===== config.mk =====
export PLATFORM = sky130hd
export DESIGN_NAME = pipe_skid_stage
export DESIGN_NICKNAME = d
export VERILOG_FILES = /design/src/rtl/core_pipe_pkg.sv /design/src/rtl/sat_counter.sv /design/src/rtl/pipe_skid_stage.sv
export SDC_FILE = /design/constraint.sdc
export NUM_CORES = 1
export LEC_CHECK = 0
export BUFFER_PORTS_ARGS = -buffer_cell sky130_fd_sc_hd__buf_4
export CAP_MARGIN = 20
export CORE_ASPECT_RATIO = 1.75
export CORE_UTILIZATION = 50
export CTS_BUF_LIST = sky130_fd_sc_hd__clkbuf_4 sky130_fd_sc_hd__clkbuf_8 sky130_fd_sc_hd__clkbuf_16
export CTS_CLUSTER_DIAMETER = 60
export DETAILED_ROUTE_END_ITERATION = 8
export GPL_ROUTABILITY_DRIVEN = 0
export PLACE_DENSITY = 0.83
export SYNTH_ARGS = -nofsm -noshare
export SYNTH_HDL_FRONTEND = slang
export SYNTH_SLANG_ARGS = --single-unit

===== constraint.sdc =====
create_clock -name clk -period 4.37 [get_ports clk]
set_clock_uncertainty 0.2 [all_clocks]
set_input_delay 1.311 -clock clk [delete_from_list [all_inputs] [get_ports clk]]
set_output_delay 1.311 -clock clk [all_outputs]
set_load 0.005 [all_outputs]

===== src/rtl/core_pipe_pkg.sv =====
// Shared pipeline-stage types: boundary state encoding, NOP instruction and stage bundle layouts.
package core_pipe_pkg;

    typedef enum logic [1:0] {
        EMPTY = 2'd0,
        HALF  = 2'd1,
        FULL  = 2'd2
    } pipe_state_t;

    localparam logic [31:0] NOP_INSTR = 32'h0000_0013;

    typedef struct packed {
        logic [31:0] pc;
        logic [31:0] instr;
        logic [31:0] rs1_val;
        logic [31:0] rs2_val;
        logic [31:0] imm;
    } id_ex_bundle_t;

    localparam int ID_EX_W = $bits(id_ex_bundle_t);

    function automatic logic [1:0] occupancy_of(input pipe_state_t s);
        case (s)
            HALF:    return 2'd1;
            FULL:    return 2'd2;
            default: return 2'd0;
        endcase
    endfunction

endpackage


===== src/rtl/sat_counter.sv =====
// Saturating event counter for perf monitoring.
// Latency: count reflects inc/clr one cycle later.
// Backpressure: none; clr wins over inc, holds at all-ones.
module sat_counter #(
    parameter int W = 16
) (
    input  logic         clk,
    input  logic         rst_n,
    input  logic         inc,
    input  logic         clr,
    output logic [W-1:0] count
);

    always_ff @(posedge clk or negedge rst_n) begin
        if (!rst_n) begin
            count <= '0;
        end else if (clr) begin
            count <= '0;
        end else if (inc && (count != '1)) begin
            count <= count + W'(1);
        end
    end

endmodule


===== src/rtl/pipe_skid_stage.sv =====
// Pipeline-boundary register carrying an opaque payload under valid/ready, with flush bubbles.
// Latency: accepted beat appears on out_data the next cycle, strict FIFO order.
// Backpressure: SKID_EN=1 holds 2 beats behind a registered in_ready; SKID_EN=0 holds 1, in_ready combinational.
module pipe_skid_stage
    import core_pipe_pkg::*;
#(
    parameter int              DATA_W  = 160,
    parameter bit              SKID_EN = 1'b1,
    parameter logic [DATA_W-1:0] BUBBLE = '0,
    parameter int              CNT_W   = 16
) (
    input  logic              clk,
    input  logic              rst_n,
    input  logic              flush,
    input  logic              in_valid,
    output logic              in_ready,
    input  logic [DATA_W-1:0] in_data,
    output logic              out_valid,
    input  logic              out_ready,
    output logic [DATA_W-1:0] out_data,
    output logic [1:0]        occupancy,
    input  logic              clr_stats,
    output logic [CNT_W-1:0]  stall_cnt
);

    pipe_state_t       state_q;
    logic [DATA_W-1:0] main_q;
    logic              in_fire;
    logic              out_fire;

    assign out_valid = (state_q != EMPTY);
    assign out_data  = main_q;
    assign occupancy = occupancy_of(state_q);
    assign in_fire   = in_valid & in_ready;
    assign out_fire  = out_valid & out_ready;

    generate
        if (SKID_EN) begin : g_skid
            pipe_state_t       state_d;
            logic [DATA_W-1:0] main_d;
            logic [DATA_W-1:0] skid_q;
            logic [DATA_W-1:0] skid_d;
            logic              rdy_q;

            // main is the head beat; skid only ever holds the second beat while FULL
            always_comb begin
                state_d = state_q;
                main_d  = main_q;
                skid_d  = skid_q;
                if (flush) begin
                    state_d = EMPTY;
                    main_d  = BUBBLE;
                    skid_d  = BUBBLE;
                end else begin
                    case (state_q)
                        EMPTY: begin
                            if (in_fire) begin
                                state_d = HALF;
                                main_d  = in_data;
                            end
                        end
                        HALF: begin
                            if (in_fire && !out_fire) begin
                                state_d = FULL;
                                skid_d  = in_data;
                            end else if (in_fire && out_fire) begin
                                main_d  = in_data;
                            end else if (out_fire) begin
                                state_d = EMPTY;
                                main_d  = BUBBLE;
                            end
                        end
                        FULL: begin
                            if (out_fire) begin
                                state_d = HALF;
                                main_d  = skid_q;
                                skid_d  = BUBBLE;
                            end
                        end
                        default: begin
                            state_d = EMPTY;
                            main_d  = BUBBLE;
                            skid_d  = BUBBLE;
                        end
                    endcase
                end
            end

            always_ff @(posedge clk or negedge rst_n) begin
                if (!rst_n) begin
                    state_q <= EMPTY;
                    main_q  <= BUBBLE;
                    skid_q  <= BUBBLE;
                    rdy_q   <= 1'b1;
                end else begin
                    state_q <= state_d;
                    main_q  <= main_d;
                    skid_q  <= skid_d;
                    rdy_q   <= (state_d != FULL);
                end
            end

            assign in_ready = rdy_q;
        end else begin : g_single
            pipe_state_t       state_d;
            logic [DATA_W-1:0] main_d;

            always_comb begin
                state_d = state_q;
                main_d  = main_q;
                if (flush) begin
                    state_d = EMPTY;
                    main_d  = BUBBLE;
                end else if (in_fire) begin
                    state_d = HALF;
                    main_d  = in_data;
                end else if (out_fire) begin
                    state_d = EMPTY;
                    main_d  = BUBBLE;
                end
            end

            always_ff @(posedge clk or negedge rst_n) begin
                if (!rst_n) begin
                    state_q <= EMPTY;
                    main_q  <= BUBBLE;
                end else begin
                    state_q <= state_d;
                    main_q  <= main_d;
                end
            end

            assign in_ready = !out_valid | out_ready;
        end
    endgenerate

    sat_counter #(.W(CNT_W)) u_stall_cnt (
        .clk   (clk),
        .rst_n (rst_n),
        .inc   (out_valid & ~out_ready),
        .clr   (clr_stats),
        .count (stall_cnt)
    );

endmodule

**After elaboration in Yosys (flattened, before gate mapping)**

Index checks and enable logic that the tools add are counted.

- Equal/unequal tests: 10
- Bitwise operators: 4
- Mux-type cells: 20
- Reductions and logical operators: 9
- Add/subtract/negate cells: 1

Operator list:

| kind | count |
|---|---|
| 2-to-1 mux 160 bit | 8 |
| one-hot mux 160 bit (3 select lines) | 2 |
| 2-to-1 mux 16 bit | 2 |
| adder 16 x 1 -> 16 bit (second input constant) | 1 |
| inequality test 16 bit (second input constant) | 1 |
| 2-to-1 mux 2 bit | 6 |
| inequality test 3 bit (second input constant) | 4 |
| one-hot mux 2 bit (3 select lines) | 1 |
| inequality test 2 bit (second input constant) | 2 |
| inequality test 4 bit (second input constant) | 1 |
| one-hot mux 2 bit (2 select lines) | 1 |
| AND reduction 4 bit | 1 |
| nonzero test 2 bit | 2 |
| bitwise AND 1 bit | 3 |
| logical AND 1 bit | 3 |
| AND reduction 3 bit | 1 |
| equality test 2 x 1 -> 1 bit (second input constant) | 1 |
| equality test 2 bit (second input constant) | 1 |
| logical NOT 2 bit | 1 |
| logical NOT 1 bit | 1 |
| NOT 1 bit | 1 |

- Output and inout bits: 180
- Logic and storage cells: 49
- Bits in registers: 339
- Bits of input ports: 166

**Logic depth before layout (Yosys ltp)**

Gate-level depths: netlist of run 1.

- Word-level depth: 8
- Depth in mapped cells: 7
- Gate-level depth less buffers: 5

**By module**

A second synthesis of run 1 with hierarchy kept.

- Cell total of the unflattened synthesis: 1,441
- Area total of the unflattened synthesis: 16,403.2 um^2

By module, submodules not included:

| module | times used | area each (um^2) | seq. area each (um^2) | cells an instance |
|---|---|---|---|---|
| pipe_skid_stage | 1 | 15,461.1 | 8,084.0 | 1,343 |
| sat_counter | 1 | 942.2 | 400.4 | 98 |

**Worst setup path before layout of run 1**

Ideal clock, no wire load.

- Kind: input to register
- Start: input port out_ready
- End: register u_stall_cnt.count[6]
- Data required time: 4.045 ns
- Path buffers: 1
- Data arrival time: 2.438 ns
- Path slack: 1.607 ns
- Stages: 4
- Setup time: 0.125 ns
- Cell sequence: buf_2 > o21bai_2 > a2111oi_0 > mux2_2

- Cells in the longest elaborated chain, start to end: 4

RTL lines:

| element | line | text |
|---|---|---|
| start: declaration | pipe_skid_stage.sv:19 | `input logic out_ready,` |
| NOT 1 bit | pipe_skid_stage.sv:140 | `.inc (out_valid & ~out_ready),` |
| bitwise AND 1 bit | pipe_skid_stage.sv:140 |  |
| logical AND 1 bit | sat_counter.sv:19 | `end else if (inc && (count != '1)) begin` |
| nonzero test 2 bit (no source line) | -- |  |
| end signal: assignment | sat_counter.sv:20 | `count <= count + W'(1);` |
| end: declaration | sat_counter.sv:11 | `output logic [W-1:0] count` |

Every way passes these cells.
A chain may end at the register's enable or synchronous reset.

**Worst setup path after layout of run 1**

- Start: register state_q[0]
- End: output port occupancy[0]

- Cells in the longest elaborated chain, start to end: 2
- Elaborated cells between the ends (all ways): 3
- Those cells by class: eq/ne (2); mux (1)

RTL lines:

| element | line | text |
|---|---|---|
| start: declaration | pipe_skid_stage.sv:26 | `pipe_state_t state_q;` |
| start signal: assignment | pipe_skid_stage.sv:96 | `state_q <= state_d;` |
| equality test 2 bit / equality test 2 x 1 -> 1 bit (equally long branches) | core_pipe_pkg.sv:23 | `case (s)` |
| one-hot mux 2 bit (2 select lines) (*) | core_pipe_pkg.sv:23 |  |
| end: declaration | pipe_skid_stage.sv:21 | `output logic [1:0] occupancy,` |

Every way passes the cells marked *; elsewhere a longest branch is shown, timed or not.

==> results.tsv, run 1 <==
metric	value	unit
CP Capture Point	occupancy[0]	
Post-CTS Setup Bufs	0	
pwr/cell area	370.1	nW/µm²
GR Overflow Total	0	
Total GRT Usage	28.36	%
initial antenna violation count	4	
final WL	45740	µm
P_leak	9.169	nW
first-pass GRT wire length	72030	µm
Die W	136.0	µm
P_int	0.005319	W
clock sinks	339	
Post-Syn Area	15710	µm²
Max Cap Violations	0	
Setup crit start kind	register	
Slew Limit Headroom	31.36	%
input/output buffers	345	
worst r2r dst	out_data[11]	
cts hold-fix bufs	0	
Crit Path Category	reg -> out	
Clock Latency Late Sink	0.56	ns
CTS H-Tree Depth	1	
post-synth cell types	46	
layout cell share with drive strength beyond 1	27.28	%
f_max	258.0	MHz
Die Ht	236.5	µm
Yosys Warn Count	0	
Max VDD drop	0.3107	mV
vias in the first global route	13397	
setup TNS	0	ns
root cell of the clock tree	clkbuf_16	
CP cell instances	nor2b_4, buf_4	
clk slew on worst S/H paths	0.06	ns
final hold violation count	0	
post-CTS sizing	0	
Arr. time, crit path	2.37	ns
Area Growth Syn to Fin	24.81	%
drt via density	6.140	
Cells after Synth	1384	
fin crit share	88.70	%
sequential element share of the synthesized area	53.99	%
Die ar.	32170	µm²
combinational power share	15.5	%
pre-CTS WS	1.002	ns
Final Max Tran Viols	0	
ANT nets after route	0	
most frequent cell after synthesis	dfrtp_1	
clock tree buffer depth	3	
number of synthesized register bits	339	
Reg power frac	47.2	%
R2R depth	5	
worst-path fanout max	43	
clock network fraction of total power	37.4	%
DRT Pass-1 Iters	5	
TritonCTS clock tree	done	
TritonCTS buffer count	31	
Synth Flop Type	dfrtp_1	
# rows	85	
endpoints failing setup	0	
worst setup path start	state_q[0]	
leading post-synthesis cells by cell area	dfrtp_1 (54%), mux2i_1 (10%), o2bb2ai_1 (8.9%), a22o_1 (4.5%), nor2_1 (4.3%)	
Critical Path End Type	output port	
Async SR Flop Fraction	100.0	%
nets	1833	
post-route setup slack	0.4936	ns
initial core utilization	50.95	%
hold crit path type	reg -> reg	
pin count of the biggest net entering global routing	110	
post-synth top area share	53.83	%
I/O Pins	346	
syn nets	1551	
DRC violation count after routing	0	
routed len/inst	21.94	µm
average size of a mapped cell	11.35	µm²
via count	12801	
Worst path max stage delay	0.81	ns
violation count after the first detailed-routing iteration	825	
synth cell count leaders	dfrtp_1 (338), nor2_1 (179), mux2i_1 (164)	
overall power	0.007258	W
unrepaired setup endpoints after global routing	false	
Net Switching	0.001939	W
WHS	0.2924	ns
Sw Ratio	26.71	%
crit path time final	3.876	ns
status	finished clean	
measured slew at the worst slew-check pin	1.030	ns
Core Footprint	30840	µm²
DPL Wire Length	28570	µm
Synth area leader	dfrtp_1	
reg2reg setup slack	1.01	ns
Critical Path Slowest Stage Cell	dfrtp_4	
EDFF count, synth	0	
worst endpoint required time	2.86	ns
Critical R2R Launch	state_q[0]	
[per-layer routing]
metal	GRT usage, %	vias to the layer above	part of all wire, %
met4	16.16	0	5.7
li1	-	5652	-
met1	34.02	6520	37
met5	0	-	0
met2	48.13	496	51
met3	4.003	133	6.0
[flip-flops by register name, summed over array words and instances (netlist names)]
register	flops
u_stall_cnt.count	16
out_data	160
in_ready	1
g_skid.skid_q	160
state_q	2
[power groups by stage]
stage | combinational [W] | clock (W) | sequential, W
finish | 0.00112 | 0.00271 | 0.00342
global route | 0.00123 | 0.00286 | 0.00344
CTS | 0.00113 | 0.00276 | 0.00342
detailed placement | 0.00113 | 0 | 0.00347
global placement | 0.00110 | 0 | 0.00347
floorplan | 0.000519 | 0 | 0.00345
[worst max-delay path, delay by kind of cell (launching register included)]
| family | cells | cell delay [ns] |
|---|---|---|
| buffers and inverters | 1 | 0.23 |
| DFF | 1 | 0.81 |
| and+or+nand+nor | 1 | 0.75 |
[area by class of cell]
cell class,count,area [µm²]
antenna,4,10.01
clock buffer,46,913.4
clock inverter,11,88.84
fill,2417,11230
inverter,4,15.01
multi-input combinational,914,6624
sequential,339,8492
tap,391,489.2
timing repair buffer,376,2980
[worst min path at each step]
stage | cells past startpoint | start | slack (ns) | endpoint
final | 1 | out_data[56] | 0.29 | out_data[56]
after detailed placement | 1 | out_data[29] | 0.27 | out_data[29]
after floorplan | 1 | g_skid.skid_q[11] | 0.27 | g_skid.skid_q[11]
after global routing | 1 | out_data[29] | 0.30 | out_data[29]
after global placement | 1 | out_data[31] | 0.27 | out_data[31]
after CTS | 1 | out_data[76] | 0.29 | out_data[76]
[logic make-up (layout without fill, tap and decap cells)]
| family | after synthesis | after routing | share of synthesized area (%) |
|---|---|---|---|
| compound gates | 430 | 430 | 21.06 |
| other cells | 0 | 4 | 0 |
| fa+ha+maj | 1 | 1 | 0.07961 |
| xor+xnor | 1 | 1 | 0.05575 |
| mux | 173 | 173 | 11.09 |
| buf+inv | 131 | 437 | 4.228 |
| simple gates | 309 | 309 | 9.491 |
| flops | 339 | 339 | 53.99 |
[through the flow]
step                instances  utilization [%]  area [µm²]
floorplan                1384                -       15710
global placement         2024            60.31       18600
detailed placement       2024            60.31       18600
CTS                      2081            63.56       19600
global route             2085            63.59       19610
finish                   2085            63.59       19610
[placed cells by master (no fill, tap or decap), types with 31 or more instances in the layout]
| cell type | netlist | final |
|---|---|---|
| buf_4 | 8 | 363 |
| dfrtp_1 | 338 | 336 |
| nor2_1 | 179 | 179 |
| mux2i_1 | 164 | 164 |
| o2bb2ai_1 | 160 | 160 |
| a21oi_1 | 94 | 93 |
| and2_1 | 81 | 81 |
| a22o_1 | 81 | 81 |
| a22oi_1 | 76 | 76 |
| clkbuf_16 | 0 | 31 |
(Power assumes the default switching activity.)
==> inputs of run 2 (changes only) <==
Settings changed: CORE_UTILIZATION 50 to 49, PLACE_DENSITY 0.83 to 0.85.
Clock period 4.37 ns to 3.2 ns, I/O delays scaled along.
==> run 2 against run 1 <==
Power increased by 43%. First-iteration DRC count decreased by 11%. Sequential share of layout area decreased by 0.35 points. Count of clock-buffer cells in the layout increased by 5. Clock power increased by 54%. Sequential cell count unchanged. Combinational power increased by 36%. Setup slack got worse by 0.29 ns. Utilization decreased by 0.88 points. Register-to-register slack got worse by 0.36 ns. Largest cell class unchanged.
==> results.tsv, run 2 (synthesis gave the netlist of run 1 again) <==
metric	value	unit	change
Max VDD drop	0.5805	mV	was 0.3107 mV
worst r2r dst	out_data[31]		was out_data[11]
first-pass GRT wire length	69990	µm	was 72,030 µm
Critical Path Slowest Stage Cell	dfrtp_4		unchanged
Arr. time, crit path	1.84	ns	was 2.37 ns
Die W	137.4	µm	was 136.0 µm
drt via density	6.037		was 6.140
DPL Wire Length	28420	µm	was 28,570 µm
most frequent cells in the layout	buf_4 (363), dfrtp_1 (336), nor2_1 (179), mux2i_1 (164), o2bb2ai_1 (160)		unchanged
reg2reg setup slack	0.65	ns	was 1.01 ns
violation count after the first detailed-routing iteration	737		was 825
via count	12630		was 12.80k
pin count of the biggest net entering global routing	110		unchanged
DRT Pass-1 Iters	5		unchanged
R2R depth	5		unchanged
Critical R2R Launch	state_q[0]		unchanged
cts hold-fix bufs	0		unchanged
post-CTS sizing	0		unchanged
ANT nets after route	0		unchanged
f_max	333.3	MHz	
initial core utilization	49.84	%	was 50.95%
routed len/inst	21.72	µm	was 21.94 µm
# rows	86		was 85
Post-CTS Setup Bufs	0		unchanged
Setup crit start kind	register		unchanged
final non-filler cell total	2092		was 2,085
GR Overflow Total	0		unchanged
Worst path max stage delay	0.64	ns	was 0.81 ns
status	finished clean		unchanged
unrepaired setup endpoints after global routing	false		unchanged
Area Growth Syn to Fin	25.82	%	was 24.81%
Critical Path End Type	output port		unchanged
Total GRT Usage	27.47	%	was 28.36%
nets	1835		was 1,833
Final Max Tran Viols	0		unchanged
fin crit share	93.77	%	
initial antenna violation count	4		unchanged
final hold violation count	0		unchanged
measured slew at the worst slew-check pin	0.8358	ns	was 1.030 ns
setup TNS	0	ns	unchanged
clk slew on worst S/H paths	0.07	ns	was 0.06 ns
TritonCTS clock tree	done		unchanged
TritonCTS buffer count	34		was 31
Clock Latency Late Sink	0.52	ns	was 0.56 ns
Max Cap Violations	0		unchanged
dpl cells	2028		was 2,024
endpoints failing setup	0		unchanged
Slew Limit Headroom	44.28	%	was 31.36%
worst-path fanout max	23		was 43
# fillers	2394		was 2,417
input/output buffers	345		unchanged
Die ar.	32820	µm²	was 32,170 µm²
clock sinks	339		unchanged
I/O Pins	346		unchanged
P_leak	9.242	nW	was 9.169 nW
layout cell share with drive strength beyond 1	27.36	%	was 27.28%
Die Ht	238.9	µm	was 236.5 µm
root cell of the clock tree	clkbuf_16		unchanged
pwr/cell area	524.3	nW/µm²	was 370.1 nW/µm²
clock tree buffer depth	3		unchanged
worst endpoint required time	2.04	ns	was 2.86 ns
final WL	45440	µm	was 45,740 µm
crit path time final	3.001	ns	
CP cell instances	nor2b_4, buf_4		unchanged
most common cell after layout, fill and taps aside	buf_4		unchanged
CTS H-Tree Depth	2		was 1
overall power	0.01037	W	was 0.007258 W
vias in the first global route	13076		was 13.40k
hold crit path type	in -> async		was reg -> reg
Crit Path Category	reg -> out		unchanged
Core Footprint	31530	µm²	was 30,840 µm²
DRC violation count after routing	0		unchanged
-- run 2: area by class of cell --
type	instances	area [µm²]	area share [%]
well taps	396	495.5	2.506
clock inverters	9	112.6	0.5695
flip-flops and latches	339	8492	42.95
clock buffers	51	1062	5.373
repair buffers	375	2960	14.97
multi-input cells	914	6624	33.50
inverters	4	15.01	0.07594
diodes	4	10.01	0.05063
-- run 2: worst max-delay path, delay by kind of cell, from the launching register on --
| kind | cells | cell delay (ns) |
|---|---|---|
| and+or+nand+nor | 1 | 0.47 |
| DFF | 1 | 0.64 |
| buffers and inverters | 1 | 0.19 |
-- run 2: per-layer routing --
layer	global-route usage, %	share of wire [%]	up-vias
li1	-	-	5625
met1	31.88	37	6364
met2	47.44	51	501
met3	4.262	6.1	140
met4	15.78	5.7	0
met5	0	0	-
-- run 2: power breakdown --
| group | internal (W) | total (W) | switching, W | leakage [nW] |
|---|---|---|---|---|
| Sequential | 0.00450 | 0.00467 | 0.000162 | 4.63 |
| Clock | 0.00247 | 0.00418 | 0.00170 | 0.588 |
| Combinational | 0.000693 | 0.00152 | 0.000829 | 4.02 |
| Total | 0.00767 | 0.0104 | 0.00269 | 9.24 |
-- run 2: worst max path at each step --
stage,start,endpoint,slack [ns],depth (start not counted)
after floorplan,out_ready,u_stall_cnt.count[6],0.79,4
after global placement,out_ready,g_skid.skid_q[78],0.32,6
after detailed placement,out_ready,g_skid.skid_q[69],0.27,6
after CTS,state_q[0],occupancy[0],0.14,2
after global routing,state_q[0],occupancy[0],0.11,2
final,state_q[0],occupancy[0],0.20,2
-- run 2: per-stage QoR --
stage                     util (%)  area, µm²  hold slack [ns]  setup slack [ns]
after global routing         62.71      19770           0.2030            0.1095
after CTS                    62.68      19760           0.1794            0.1367
after global placement       58.95      18590           0.2737            0.3246
final                        62.71      19770           0.1845            0.1995
after floorplan                  -      15710           0.2727            0.7879
after detailed placement     58.95      18590           0.2748            0.2682
==> inputs of run 3 (changes only) <==
Settings changed: ABC_AREA set to 1, CORE_UTILIZATION 49 to 43, PLACE_DENSITY 0.85 to 0.77.
==> run 3 against run 2 <==
Largest power group unchanged. Utilization is 7.3 points lower. Register-to-register slack better by 0.02 ns. Via count is 24% higher. Critical path type unchanged. Synthesized cell count is 54% higher. Fmax is 13% higher. Routed wire length is 14% higher.
==> results.tsv, run 3 <==
metric	value	unit	change
f_max	376.3	MHz	was 333.3 MHz
pwr/cell area	524.1	nW/µm²	was 524.3 nW/µm²
reg2reg setup slack	0.67	ns	was 0.65 ns
multi-input logic area	6716	µm²	was 6624 µm²
measured slew at the worst slew-check pin	1.080	ns	was 0.8358 ns
post-synth top area share	52.64	%	was 53.83%
Crit Path Category	reg -> out		unchanged
Synth Flop Type	dfrtp_1		unchanged
Critical R2R Launch	u_stall_cnt.count[0]		was state_q[0]
Max Cap Violations	0		unchanged
clock tree buffer depth	3		unchanged
DRC violation count after routing	0		unchanged
unrepaired setup endpoints after global routing	false		unchanged
syn nets	2297		was 1,551
post-CTS sizing	0		unchanged
layout cell share with drive strength beyond 1	19.15	%	was 27.36%
Die Ht	257.7	µm	was 238.9 µm
hold crit path type	in -> async		unchanged
final hold violation count	0		unchanged
M1 GR Usage	31.67	%	was 31.88%
CTS H-Tree Depth	2		unchanged
GR Overflow Total	0		unchanged
most frequent cells in the layout	nand2_1 (1,075), buf_4 (368), dfrtp_1 (338), nand3_1 (244), o21ai_1 (65)		was buf_4 (363), dfrtp_1 (336), nor2_1 (179), mux2i_1 (164), o2bb2ai_1 (160)
GR Util met3	4.594	%	was 4.262%
worst setup path start	state_q[1]		was state_q[0]
Slew Limit Headroom	27.98	%	was 44.28%
status	finished clean		unchanged
Max VDD drop	0.4275	mV	was 0.5805 mV
worst-path fanout max	12		was 23
Area Growth Syn to Fin	26.83	%	was 25.82%
worst r2r dst	u_stall_cnt.count[6]		was out_data[31]
Cells after Synth	2130		was 1,384
DRT Pass-1 Iters	5		unchanged
global route hottest layer	met2		unchanged
# rows	93		was 86
most frequent cell after synthesis	nand2_1		was dfrtp_1
Arr. time, crit path	1.50	ns	was 1.84 ns
worst endpoint required time	2.04	ns	about the same
number of synthesized register bits	339		unchanged
most common cell after layout, fill and taps aside	nand2_1		was buf_4
Core Footprint	36770	µm²	was 31,530 µm²
initial core utilization	43.69	%	was 49.84%
TritonCTS clock tree	done		unchanged
crit path time final	2.657	ns	was 3.001 ns
nets	2572		was 1,835
leading post-synthesis cells by cell area	dfrtp_1 (53%), nand2_1 (25%), nand3_1 (7.6%), o21ai_1 (2.0%), o21ai_0 (2.0%)		was dfrtp_1 (54%), mux2i_1 (10%), o2bb2ai_1 (8.9%), a22o_1 (4.5%), nor2_1 (4.3%)
clock sinks	339		unchanged
endpoints failing setup	0		unchanged
fin crit share	83.03	%	was 93.77%
Post-CTS Setup Bufs	0		unchanged
Total GRT Usage	27.15	%	was 27.47%
Synth area leader	dfrtp_1		unchanged
Post-Syn Area	16070	µm²	was 15,710 µm²
first-pass GRT wire length	82150	µm	was 69,990 µm
violation count after the first detailed-routing iteration	1095		was 737
Die W	148.1	µm	was 137.4 µm
synth cell count leaders	nand2_1 (1,076), dfrtp_1 (338), nand3_1 (244)		was dfrtp_1 (338), nor2_1 (179), mux2i_1 (164)
cts hold-fix bufs	0		unchanged
Finished Core Util	55.42	%	was 62.71%
setup TNS	0	ns	unchanged
post-synth cell types	24		was 46
input/output buffers	345		unchanged
Async SR Flop Fraction	100.0	%	unchanged
Final Max Tran Viols	0		unchanged
register area	8484	µm²	was 8492 µm²
clk slew on worst S/H paths	0.06	ns	was 0.07 ns
root cell of the clock tree	clkbuf_16		unchanged
via count	15640		was 12.63k
Critical Path End Type	output port		unchanged
TritonCTS buffer count	35		was 34
pin count of the biggest net entering global routing	115		was 110
routed len/inst	17.76	µm	was 21.72 µm
final WL	51640	µm	was 45,440 µm
Yosys Warn Count	0		unchanged
EDFF count, synth	0		unchanged
routing usage on met2	46.04	%	was 47.44%
Die ar.	38170	µm²	was 32,820 µm²
R2R depth	9		was 5
Clock Latency Late Sink	0.52	ns	about the same
ANT nets after route	0		unchanged
vias in the first global route	15662		was 13.08k
# fillers	3397		was 2,394
Setup crit start kind	register		unchanged
P_leak	10.71	nW	was 9.242 nW
I/O Pins	346		unchanged
average size of a mapped cell	7.543	µm²	was 11.35 µm²
DPL Wire Length	32930	µm	was 28,420 µm
sequential element share of the synthesized area	52.81	%	was 53.99%
drt via density	5.378		was 6.037
initial antenna violation count	5		was 4
==> run 3: cell types whose count changed after synthesis, sizes merged, moves of 40 or more <==
cell	delta
nand2	+1069
nand3	+236
mux2i	-164
o2bb2ai	-160
nor2	-151
o21ai	+129
a21oi	-93
a22o	-81
and2	-81
a22oi	-76
inv	+61
o22ai	+46
clkbuf	+40
==> run 3: worst max-delay path by stage <==
stage / endpoint / slack, ns / cells after the start
2_1_floorplan: occupancy[1] / 0.86 / 5
3_3_place_gp: g_skid.skid_q[130] / 0.61 / 9
3_5_place_dp: out_data[3] / 0.53 / 8
4_1_cts: out_valid / 0.53 / 3
5_1_grt: out_valid / 0.46 / 3
6_report: out_valid / 0.54 / 3
==> run 3: metrics by stage <==
step / power [W] / setup slack, ns / instances / hold WS (ns) / instance area [µm²]
after detailed placement: 0.006408 / 0.5304 / 2843 / 0.2586 / 19150
after floorplan: 0.005475 / 0.8626 / 2130 / 0.2422 / 16070
final: 0.01068 / 0.5429 / 2908 / 0.1654 / 20380
after global placement: 0.006364 / 0.6058 / 2843 / 0.2531 / 19150
after global routing: 0.01110 / 0.4615 / 2908 / 0.1836 / 20380
after CTS: 0.01077 / 0.5285 / 2903 / 0.1778 / 20360
==> run 3: layer usage <==
layer	wire [µm]	vias to the layer above
met5	0	-
met4	3160	0
met3	3463	149
met2	25600	670
met1	19410	7462
li1	-	7359
==> run 3: cell type report <==
class,count,area share [%]
Sequential cell,339,41.64
Multi-Input combinational cell,1579,32.96
Timing Repair Buffer,385,15.20
Clock buffer,48,5.133
Tap cell,475,2.917
Inverter,65,1.259
Clock inverter,12,0.8289
Antenna cell,5,0.06140
==> run 3: critical path, cell delays in order, from the launching register on <==
cell and delay, ns:
dfrtp_1 0.46, inv_2 0.22, nand2_1 0.15, buf_4 0.16
==> run 3: cells by family after synthesis <==
family / Yosys count / synth area share, %
DFF: 339 / 52.81
AOI/OAI and AO/OA: 183 / 6.191
buffers and inverters: 212 / 5.592
and+or+nand+nor: 1391 / 35.11
adders and majority gates: 1 / 0.07786
xor gates and xnor gates: 4 / 0.2180
==> run 3: power by group <==
part | internal, W | switching, W
Sequential | 0.00455 | 0.000164
Clock | 0.00262 | 0.00173
Combinational | 0.000662 | 0.000963
